==> src/rtl/rc4_prga_decrypt_if.sv <==
// Bus bundle between the RC4 PRGA decrypt core and its S-array RAM, ciphertext ROM and plaintext RAM.
// The core drives addresses, write data and enables; the memories and host side drive start and read data.
interface rc4_prga_decrypt_if #(
  parameter int MSG_LEN = 32
);
  localparam int AW = (MSG_LEN > 1) ? $clog2(MSG_LEN) : 1;

  logic          start;
  logic [7:0]    s_addr;
  logic [7:0]    s_data;
  logic          s_wren;
  logic [7:0]    s_q;
  logic [AW-1:0] enc_addr;
  logic [7:0]    enc_q;
  logic [AW-1:0] dec_addr;
  logic [7:0]    dec_data;
  logic          dec_wren;
  logic          done;
  logic          msg_valid;

  modport master (
    input  start, s_q, enc_q,
    output s_addr, s_data, s_wren, enc_addr, dec_addr, dec_data, dec_wren, done, msg_valid
  );

  modport slave (
    output start, s_q, enc_q,
    input  s_addr, s_data, s_wren, enc_addr, dec_addr, dec_data, dec_wren, done, msg_valid
  );
endinterface

==> src/rtl/rc4_prga_decrypt.sv <==
// RC4 PRGA over a preloaded S-array: decrypts MSG_LEN ciphertext bytes, aborting on the first non-text byte.
// Every memory read waits RD_WAIT cycles before capture; the memories cannot stall the core.
module rc4_prga_decrypt #(
  parameter int MSG_LEN = 32,
  parameter int RD_WAIT = 2
) (
  input  logic               clk,
  input  logic               master_reset_n,
  rc4_prga_decrypt_if.master bus
);
  localparam int         AW       = (MSG_LEN > 1) ? $clog2(MSG_LEN) : 1;
  localparam logic [7:0] K_LAST   = 8'(MSG_LEN - 1);
  localparam logic [7:0] W_LAST   = 8'(RD_WAIT - 1);
  localparam bit         HAS_WAIT = (RD_WAIT > 0);

  typedef enum logic [3:0] {
    IDLE, RD_SI, WAIT_A, CAP_SI, RD_SJ, WAIT_B, CAP_SJ, WR_I,
    WR_J, RD_F, WAIT_C, CAP_F, WR_DEC, NEXT, DONE
  } state_t;

  function automatic logic is_text(input logic [7:0] b);
    return ((b >= 8'h61) && (b <= 8'h7A)) || (b == 8'h20);
  endfunction

  state_t        state_q, state_d;
  logic [7:0]    i_q, i_d, j_q, j_d, k_q, k_d;
  logic [7:0]    si_q, si_d, sj_q, sj_d, pt_q, pt_d, wait_q, wait_d;
  logic          valid_q, valid_d;
  logic [7:0]    s_addr_q, s_addr_d, s_data_q, s_data_d;
  logic          s_wren_q, s_wren_d;
  logic [AW-1:0] enc_addr_q, enc_addr_d, dec_addr_q, dec_addr_d;
  logic [7:0]    dec_data_q, dec_data_d;
  logic          dec_wren_q, dec_wren_d, done_q, done_d, msg_valid_q, msg_valid_d;

  always_comb begin
    state_d     = state_q;
    i_d         = i_q;
    j_d         = j_q;
    k_d         = k_q;
    si_d        = si_q;
    sj_d        = sj_q;
    pt_d        = pt_q;
    wait_d      = wait_q;
    valid_d     = valid_q;
    s_addr_d    = s_addr_q;
    s_data_d    = s_data_q;
    s_wren_d    = 1'b0;
    enc_addr_d  = enc_addr_q;
    dec_addr_d  = dec_addr_q;
    dec_data_d  = dec_data_q;
    dec_wren_d  = 1'b0;
    done_d      = done_q;
    msg_valid_d = msg_valid_q;
    unique case (state_q)
      IDLE: if (bus.start) begin
        i_d         = 8'd0;
        j_d         = 8'd0;
        k_d         = 8'd0;
        done_d      = 1'b0;
        msg_valid_d = 1'b0;
        valid_d     = 1'b1;
        state_d     = RD_SI;
      end
      RD_SI: begin
        i_d      = i_q + 8'd1;
        s_addr_d = i_q + 8'd1;
        wait_d   = 8'd0;
        state_d  = HAS_WAIT ? WAIT_A : CAP_SI;
      end
      WAIT_A: begin
        wait_d = wait_q + 8'd1;
        if (wait_q == W_LAST) state_d = CAP_SI;
      end
      CAP_SI: begin
        si_d    = bus.s_q;
        j_d     = j_q + bus.s_q;
        state_d = RD_SJ;
      end
      RD_SJ: begin
        s_addr_d = j_q;
        wait_d   = 8'd0;
        state_d  = HAS_WAIT ? WAIT_B : CAP_SJ;
      end
      WAIT_B: begin
        wait_d = wait_q + 8'd1;
        if (wait_q == W_LAST) state_d = CAP_SJ;
      end
      CAP_SJ: begin
        sj_d    = bus.s_q;
        state_d = WR_I;
      end
      // s[j] is written last so that i==j leaves saved_si in place.
      WR_I: begin
        s_addr_d = i_q;
        s_data_d = sj_q;
        s_wren_d = 1'b1;
        state_d  = WR_J;
      end
      WR_J: begin
        s_addr_d = j_q;
        s_data_d = si_q;
        s_wren_d = 1'b1;
        state_d  = RD_F;
      end
      RD_F: begin
        s_addr_d   = si_q + sj_q;
        enc_addr_d = k_q[AW-1:0];
        wait_d     = 8'd0;
        state_d    = HAS_WAIT ? WAIT_C : CAP_F;
      end
      WAIT_C: begin
        wait_d = wait_q + 8'd1;
        if (wait_q == W_LAST) state_d = CAP_F;
      end
      CAP_F: begin
        pt_d    = bus.s_q ^ bus.enc_q;
        state_d = WR_DEC;
      end
      WR_DEC: begin
        dec_addr_d = k_q[AW-1:0];
        dec_data_d = pt_q;
        dec_wren_d = 1'b1;
        if (!is_text(pt_q)) valid_d = 1'b0;
        state_d = NEXT;
      end
      NEXT: begin
        if ((k_q == K_LAST) || !valid_q) begin
          done_d      = 1'b1;
          msg_valid_d = valid_q;
          state_d     = DONE;
        end else begin
          k_d     = k_q + 8'd1;
          state_d = RD_SI;
        end
      end
      DONE: if (!bus.start) begin
        done_d      = 1'b0;
        msg_valid_d = 1'b0;
        state_d     = IDLE;
      end
      default: state_d = IDLE;
    endcase
  end

  always_ff @(posedge clk or negedge master_reset_n) begin
    if (!master_reset_n) begin
      state_q     <= IDLE;
      i_q         <= 8'd0;
      j_q         <= 8'd0;
      k_q         <= 8'd0;
      si_q        <= 8'd0;
      sj_q        <= 8'd0;
      pt_q        <= 8'd0;
      wait_q      <= 8'd0;
      valid_q     <= 1'b0;
      s_addr_q    <= 8'd0;
      s_data_q    <= 8'd0;
      s_wren_q    <= 1'b0;
      enc_addr_q  <= '0;
      dec_addr_q  <= '0;
      dec_data_q  <= 8'd0;
      dec_wren_q  <= 1'b0;
      done_q      <= 1'b0;
      msg_valid_q <= 1'b0;
    end else begin
      state_q     <= state_d;
      i_q         <= i_d;
      j_q         <= j_d;
      k_q         <= k_d;
      si_q        <= si_d;
      sj_q        <= sj_d;
      pt_q        <= pt_d;
      wait_q      <= wait_d;
      valid_q     <= valid_d;
      s_addr_q    <= s_addr_d;
      s_data_q    <= s_data_d;
      s_wren_q    <= s_wren_d;
      enc_addr_q  <= enc_addr_d;
      dec_addr_q  <= dec_addr_d;
      dec_data_q  <= dec_data_d;
      dec_wren_q  <= dec_wren_d;
      done_q      <= done_d;
      msg_valid_q <= msg_valid_d;
    end
  end

  assign bus.s_addr    = s_addr_q;
  assign bus.s_data    = s_data_q;
  assign bus.s_wren    = s_wren_q;
  assign bus.enc_addr  = enc_addr_q;
  assign bus.dec_addr  = dec_addr_q;
  assign bus.dec_data  = dec_data_q;
  assign bus.dec_wren  = dec_wren_q;
  assign bus.done      = done_q;
  assign bus.msg_valid = msg_valid_q;
endmodule

==> src/flat_wrapper.sv <==
// flat-port wrapper written by rule: the top's interface ports become plain ports
module rc4_prga_decrypt_flat 
#(
  parameter int MSG_LEN = 32,
  parameter int RD_WAIT = 2
)
  (clk, master_reset_n, bus_start, bus_s_q, bus_enc_q, bus_s_addr, bus_s_data, bus_s_wren, bus_enc_addr, bus_dec_addr, bus_dec_data, bus_dec_wren, bus_done, bus_msg_valid);
  rc4_prga_decrypt_if #(.MSG_LEN(MSG_LEN)) bus_i ();
  input  logic clk;
  input  logic master_reset_n;
  input wire logic [$bits(bus_i.start)-1:0] bus_start;
  input wire logic [$bits(bus_i.s_q)-1:0] bus_s_q;
  input wire logic [$bits(bus_i.enc_q)-1:0] bus_enc_q;
  output wire logic [$bits(bus_i.s_addr)-1:0] bus_s_addr;
  output wire logic [$bits(bus_i.s_data)-1:0] bus_s_data;
  output wire logic [$bits(bus_i.s_wren)-1:0] bus_s_wren;
  output wire logic [$bits(bus_i.enc_addr)-1:0] bus_enc_addr;
  output wire logic [$bits(bus_i.dec_addr)-1:0] bus_dec_addr;
  output wire logic [$bits(bus_i.dec_data)-1:0] bus_dec_data;
  output wire logic [$bits(bus_i.dec_wren)-1:0] bus_dec_wren;
  output wire logic [$bits(bus_i.done)-1:0] bus_done;
  output wire logic [$bits(bus_i.msg_valid)-1:0] bus_msg_valid;
  assign bus_i.start = bus_start;
  assign bus_i.s_q = bus_s_q;
  assign bus_i.enc_q = bus_enc_q;
  assign bus_s_addr = bus_i.s_addr;
  assign bus_s_data = bus_i.s_data;
  assign bus_s_wren = bus_i.s_wren;
  assign bus_enc_addr = bus_i.enc_addr;
  assign bus_dec_addr = bus_i.dec_addr;
  assign bus_dec_data = bus_i.dec_data;
  assign bus_dec_wren = bus_i.dec_wren;
  assign bus_done = bus_i.done;
  assign bus_msg_valid = bus_i.msg_valid;
  rc4_prga_decrypt #(.MSG_LEN(MSG_LEN), .RD_WAIT(RD_WAIT)) u_core (.clk(clk), .master_reset_n(master_reset_n), .bus(bus_i));
endmodule
==> config.mk <==
export PLATFORM = sky130hd
export DESIGN_NAME = rc4_prga_decrypt_flat
export DESIGN_NICKNAME = d
export VERILOG_FILES = /design/src/rtl/rc4_prga_decrypt_if.sv /design/src/rtl/rc4_prga_decrypt.sv /design/src/flat_wrapper.sv
export SDC_FILE = /design/constraint.sdc
export NUM_CORES = 1
export LEC_CHECK = 0
export BUFFER_PORTS_ARGS = -buffer_cell sky130_fd_sc_hd__clkbuf_2
export CAP_MARGIN = 20
export CORE_ASPECT_RATIO = 1.5
export CORE_MARGIN = 4
export CORE_UTILIZATION = 60
export CTS_CLUSTER_DIAMETER = 50
export DETAILED_ROUTE_END_ITERATION = 16
export HOLD_SLACK_MARGIN = 0.03
export PLACE_DENSITY_LB_ADDON = 0.1
export SETUP_SLACK_MARGIN = 0.4
export SYNTH_ARGS = -nofsm -noshare
export SYNTH_HDL_FRONTEND = slang
export SYNTH_SLANG_ARGS = --single-unit
export TNS_END_PERCENT = 5
==> constraint.sdc <==
create_clock -name clk -period 3.1 [get_ports clk]
set_input_delay 0.31 -clock clk [delete_from_list [all_inputs] [get_ports clk]]
set_output_delay 0.31 -clock clk [all_outputs]
set_load 0.1 [all_outputs]
Word level (Yosys, flattened, before mapping)
Cells that the tools add are included.

word-level totals
  bits in registers = 99
  output and inout bits = 38

cells by class
  add/subtract/negate cells = 5
  magnitude comparators = 2
  equality and inequality tests = 25
  muxes and demuxes = 26
  bitwise gates (word level) = 1
  reductions and logical operators = 23

operators with widths
  operator               number
  $pmux W8 S2            5
  $pmux W4 S15           1
  $pmux W8 S4            1
  $eq A4 B4 Y1 const B   7
  $add A8 B1 Y8 const B  3
  $mux W4                6
  $add A8 B8 Y8          2
  $eq A4 B3 Y1 const B   4
  $mux W8                2
  $reduce_bool A2 Y1     6
  $eq A4 B2 Y1 const B   2
  $eq A8 B1 Y1 const B   1
  $eq A8 B5 Y1 const B   1
  $eq A8 B6 Y1 const B   1
  $ge A8 B7 Y1 const B   1
  $le A8 B7 Y1 const B   1
  $mux W1                8
  $ne A2 B1 Y1 const B   4
  $ne A2 B2 Y1 const B   4
  $xor A8 B8 Y8          1
  $pmux W1 S3            2
  $reduce_and A3 Y1      2
  $reduce_or A3 Y1       2
  $reduce_and A5 Y1      1
  11 further kinds       14

Logic depth before layout (Yosys ltp)
  word-level depth = 5
  gate-level depth with buffers = 8

Worst setup path after synthesis
OpenSTA, ideal clock, no wires.

  path kind = register to register
  start point = reg u_core.j_q[1]
  end point = reg u_core.j_q[7]
  data arrival time = 1,985 ps
  data required time = 2,974 ps
  slack = 989 ps
  stages on the path, launching flop included = 7
  path buffers = 0
  period minus slack after synthesis = 2,111 ps
  cell sequence = dfrtp_1 -> ha_1 -> a211oi_1 -> o31ai_1 -> o31ai_1 -> mux2_2 -> a311o_1

between the ends
  longest elaborated chain between the ends = 2

RTL lines
  what                    line                     source
  from (decl)             rc4_prga_decrypt.sv:26   logic [7:0] i_q, i_d, j_q, j_d, k_q, k_d;
  from (signal assigned)  rc4_prga_decrypt.sv:168  j_q <= j_d;
  $add A8 B8 Y8           rc4_prga_decrypt.sv:76   j_d = j_q + bus.s_q;
  $pmux W8 S2             rc4_prga_decrypt.sv:54   unique case (state_q)

Every way passes these cells.
A chain may end at the register's enable or synchronous reset.

Worst setup path in the final report
  start point = reg u_core.state_q[1]
  end point = reg u_core.state_q[2]

between the ends
  longest elaborated chain between the ends = 3

RTL lines
  what                                                                  line                     source
  from (decl)                                                           rc4_prga_decrypt.sv:25   state_t state_q, state_d;
  from (signal assigned)                                                rc4_prga_decrypt.sv:166  state_q <= state_d;
  $eq A4 B4 Y1 (tied with other cells)                                  rc4_prga_decrypt.sv:54
  $ne A2 B1 Y1 (no source line) / $ne A2 B2 Y1 (equally long branches)  -
  $reduce_and A5 Y1 (no source line)                                    -

Several ways; a longest one is shown, not always the timed one.

==> impl_metrics.ini <==
[logic_synthesis]
synth-xor-area-share = 0.0460
synth-compound-area-share = 0.169
yosysWarnings = 0
synth_edf_count = 0
ys_seq_area_frac = 0.464
ys_types = 64
synthAdderAreaFrac = 0.0497
synth_area_leader_cell = dfrtp_1
yosys.area_share.simple = 0.169
ys_ff_latch = 99
synth_top_family_by_area = simple AND/OR/NAND/NOR gates
synth_flop_cell = dfrtp_1
yosysTopAreaCellShare = 0.464
netlist_top_cells_area = dfrtp_1 (46%), nand2_1 (6.5%), mux2_2 (5.1%)
async_flop_share = 1.00
synth_mux_area_frac = 0.0751
syn_nets = 583
netlist_instances = 544
synth_area_sq_um = 5330
post_synth.cell_area_avg_sq_um = 9.80

[placement]
gp_congestion = 0.807
port_buffers = 56
place_hpwl_um = 9190
post-place-ws_ns = 0.729
placedCellCount = 691
dpl-instance-area_sq_um = 5720

[detailed_routing]
drc = 0
wirelength_um = 12500
num_vias = 4283
ant_nets = 0
wl_per_cell_um = 17.7
drt_first_iter_violations = 296
firstDrtPassIters = 5
via_per_inst = 6.05

[floorplan]
die_w_um = 85.0
dieArea_sq_um = 10500
fp.coreArea_sq_um = 8570
initial_core_util = 0.623
io_pins = 57
placementRows = 41
die_h_um = 123

[clock_tree]
clkSinkCount = 99
clock_path_buffers = 2
numCtsBuffers = 9
htree_levels = 3
path_clk_slew_ns = 0.07
insertion_delay_ns = 0.35
clock-root-buffer = clkbuf_16
cts_tree = done

[finish]
final_common_cell = dfrtp_1
drive_above_1_share = 0.200
nets = 635
diodes = 0
regArea_sq_um = 2480
multiInputGateArea_sq_um = 2720
most-common-layout-cells = dfrtp_1 (98), nand2_1 (93), clkbuf_2 (55), o21ai_0 (40), nor2_1 (33)
area_growth_pct = 12.9
layoutNonFillerInstCount = 708
nFillCells = 657
final_area_sq_um = 6020

[timing]
period_share = 0.776
period_needed_ns = 2.41
rsz0062_at_grt = no
fmax_mhz = 416
worst_slew_pin_slew_ns = 0.847
hold_viol = 0
fin_ws_ns = 0.694
setup-tns-final_ns = 0
maxSlewHeadroom = 0.431
drv_slew = 0
setup_viol_count_final = 0
skew_ns = 0.00807

[status]
run_status = complete, no violations

[global_routing]
grt_pass1_wl_um = 21000
grt_overflow = 0
antenna_found_initial = 0
grtUsageTotal = 0.256
first_global_vias = 4207
grt_max_degree = 54

[setup_path]
worstSetupPathType = register to register
crit_fanout = 19
worstPathArrival_ns = 2.66
start_kind = register
worst_setup_path_end_kind = register
critPathRequiredTime_ns = 3.35

[min_path]
hp-class = input pin to register

[flow_run]
cap_violations = 0
## through the flow
step / hold WS [ns] / util
3_5_place_dp: 0.386 / 0.668
5_1_grt: 0.250 / 0.703
6_report: 0.231 / 0.703
2_1_floorplan: 0.0144 / -
4_1_cts: 0.227 / 0.703
3_3_place_gp: 0.381 / 0.668
## metal layers
metal | global-route usage | share of wire | vias to the layer above
met2 | 0.430 | 0.51 | 108
met5 | 0 | 0 | -
li1 | - | - | 2075
met3 | 0.0427 | 0.040 | 28
met4 | 0.112 | 0.033 | 0
met1 | 0.324 | 0.42 | 2072
## synth_stat cells (2+ instances only)
library cell	count
ha_1	18
clkbuf_1	22
nand3_1	23
o31ai_1	7
nand2b_1	9
o22ai_1	13
o21ai_0	40
nor3_1	6
inv_1	8
o31a_1	2
mux2i_1	13
dfrtp_1	99
a22o_1	3
nor3b_1	2
xor2_1	7
or3_1	2
buf_2	4
a211oi_1	10
nor4_1	2
nand4_1	3
a21oi_1	14
o32a_1	2
a31oi_1	4
and2_1	2
o211ai_1	2
a2111oi_2	4
nand2_1	93
a32o_1	2
a222oi_1	2
mux2_2	24
o2bb2ai_1	2
xnor2_1	21
fa_1	2
and3_1	7
nor2_1	33
a21o_1	4
a22oi_1	2
nor2b_1	4
o21bai_1	2
## cell families after synthesis
kind of cell | after synthesis
XOR/XNOR | 28
flip-flops | 99
AND/OR/NAND/NOR | 195
adder cells (fa/ha/maj) | 20
AO/OA/AOI/OAI | 130
multiplexers | 37
buffers and inverters | 35
## timing repair
item / 4_1_cts / 5_1_grt
buffers inserted: 0 / 0
setup endpoints to repair: 0 / 2
gates resized for setup: 0 / 1
hold endpoints to repair: 51 / 0
hold buffers: 1 / 0
## worst paths after layout
| path | from | to | depth (start not counted) | slack (ns) |
|---|---|---|---|---|
| max | u_core.state_q[1]$_DFFE_PN0P_ | u_core.state_q[2]$_DFFE_PN0P_ | 6 | 0.69 |
| min in group asynchronous | master_reset_n | u_core.k_q[2]$_DFFE_PN0P_ | 2 | 0.53 |
| min reg2reg | u_core.wait_q[7]$_DFFE_PN0P_ | u_core.wait_q[7]$_DFFE_PN0P_ | 1 | 0.47 |
| max in group asynchronous | master_reset_n | u_core.j_q[6]$_DFFE_PN0P_ | 3 | 1.77 |
| min | bus_s_q[0] | u_core.si_q[0]$_DFFE_PN0P_ | 3 | 0.23 |
| max reg2reg | u_core.state_q[1]$_DFFE_PN0P_ | u_core.state_q[2]$_DFFE_PN0P_ | 6 | 0.69 |
## worst max-delay path: stages, from the launching register on
cell	delay (ns)
dfrtp_1	0.57
buf_4	0.28
or4bb_1	0.53
a21boi_1	0.20
o22ai_1	0.37
o22ai_1	0.14
a311oi_1	0.22
## final cells by class
class                      instances  area share
clock buffer                      11      0.0420
multi-input combinational        410       0.451
clock inverter                     5     0.00582
timing repair buffer              68      0.0623
tap                              107      0.0222
inverter                           8     0.00499
sequential                        99       0.412
Power is not shown: default switching activity piles up to over one toggle a cycle in this logic, so the estimate is an artifact.
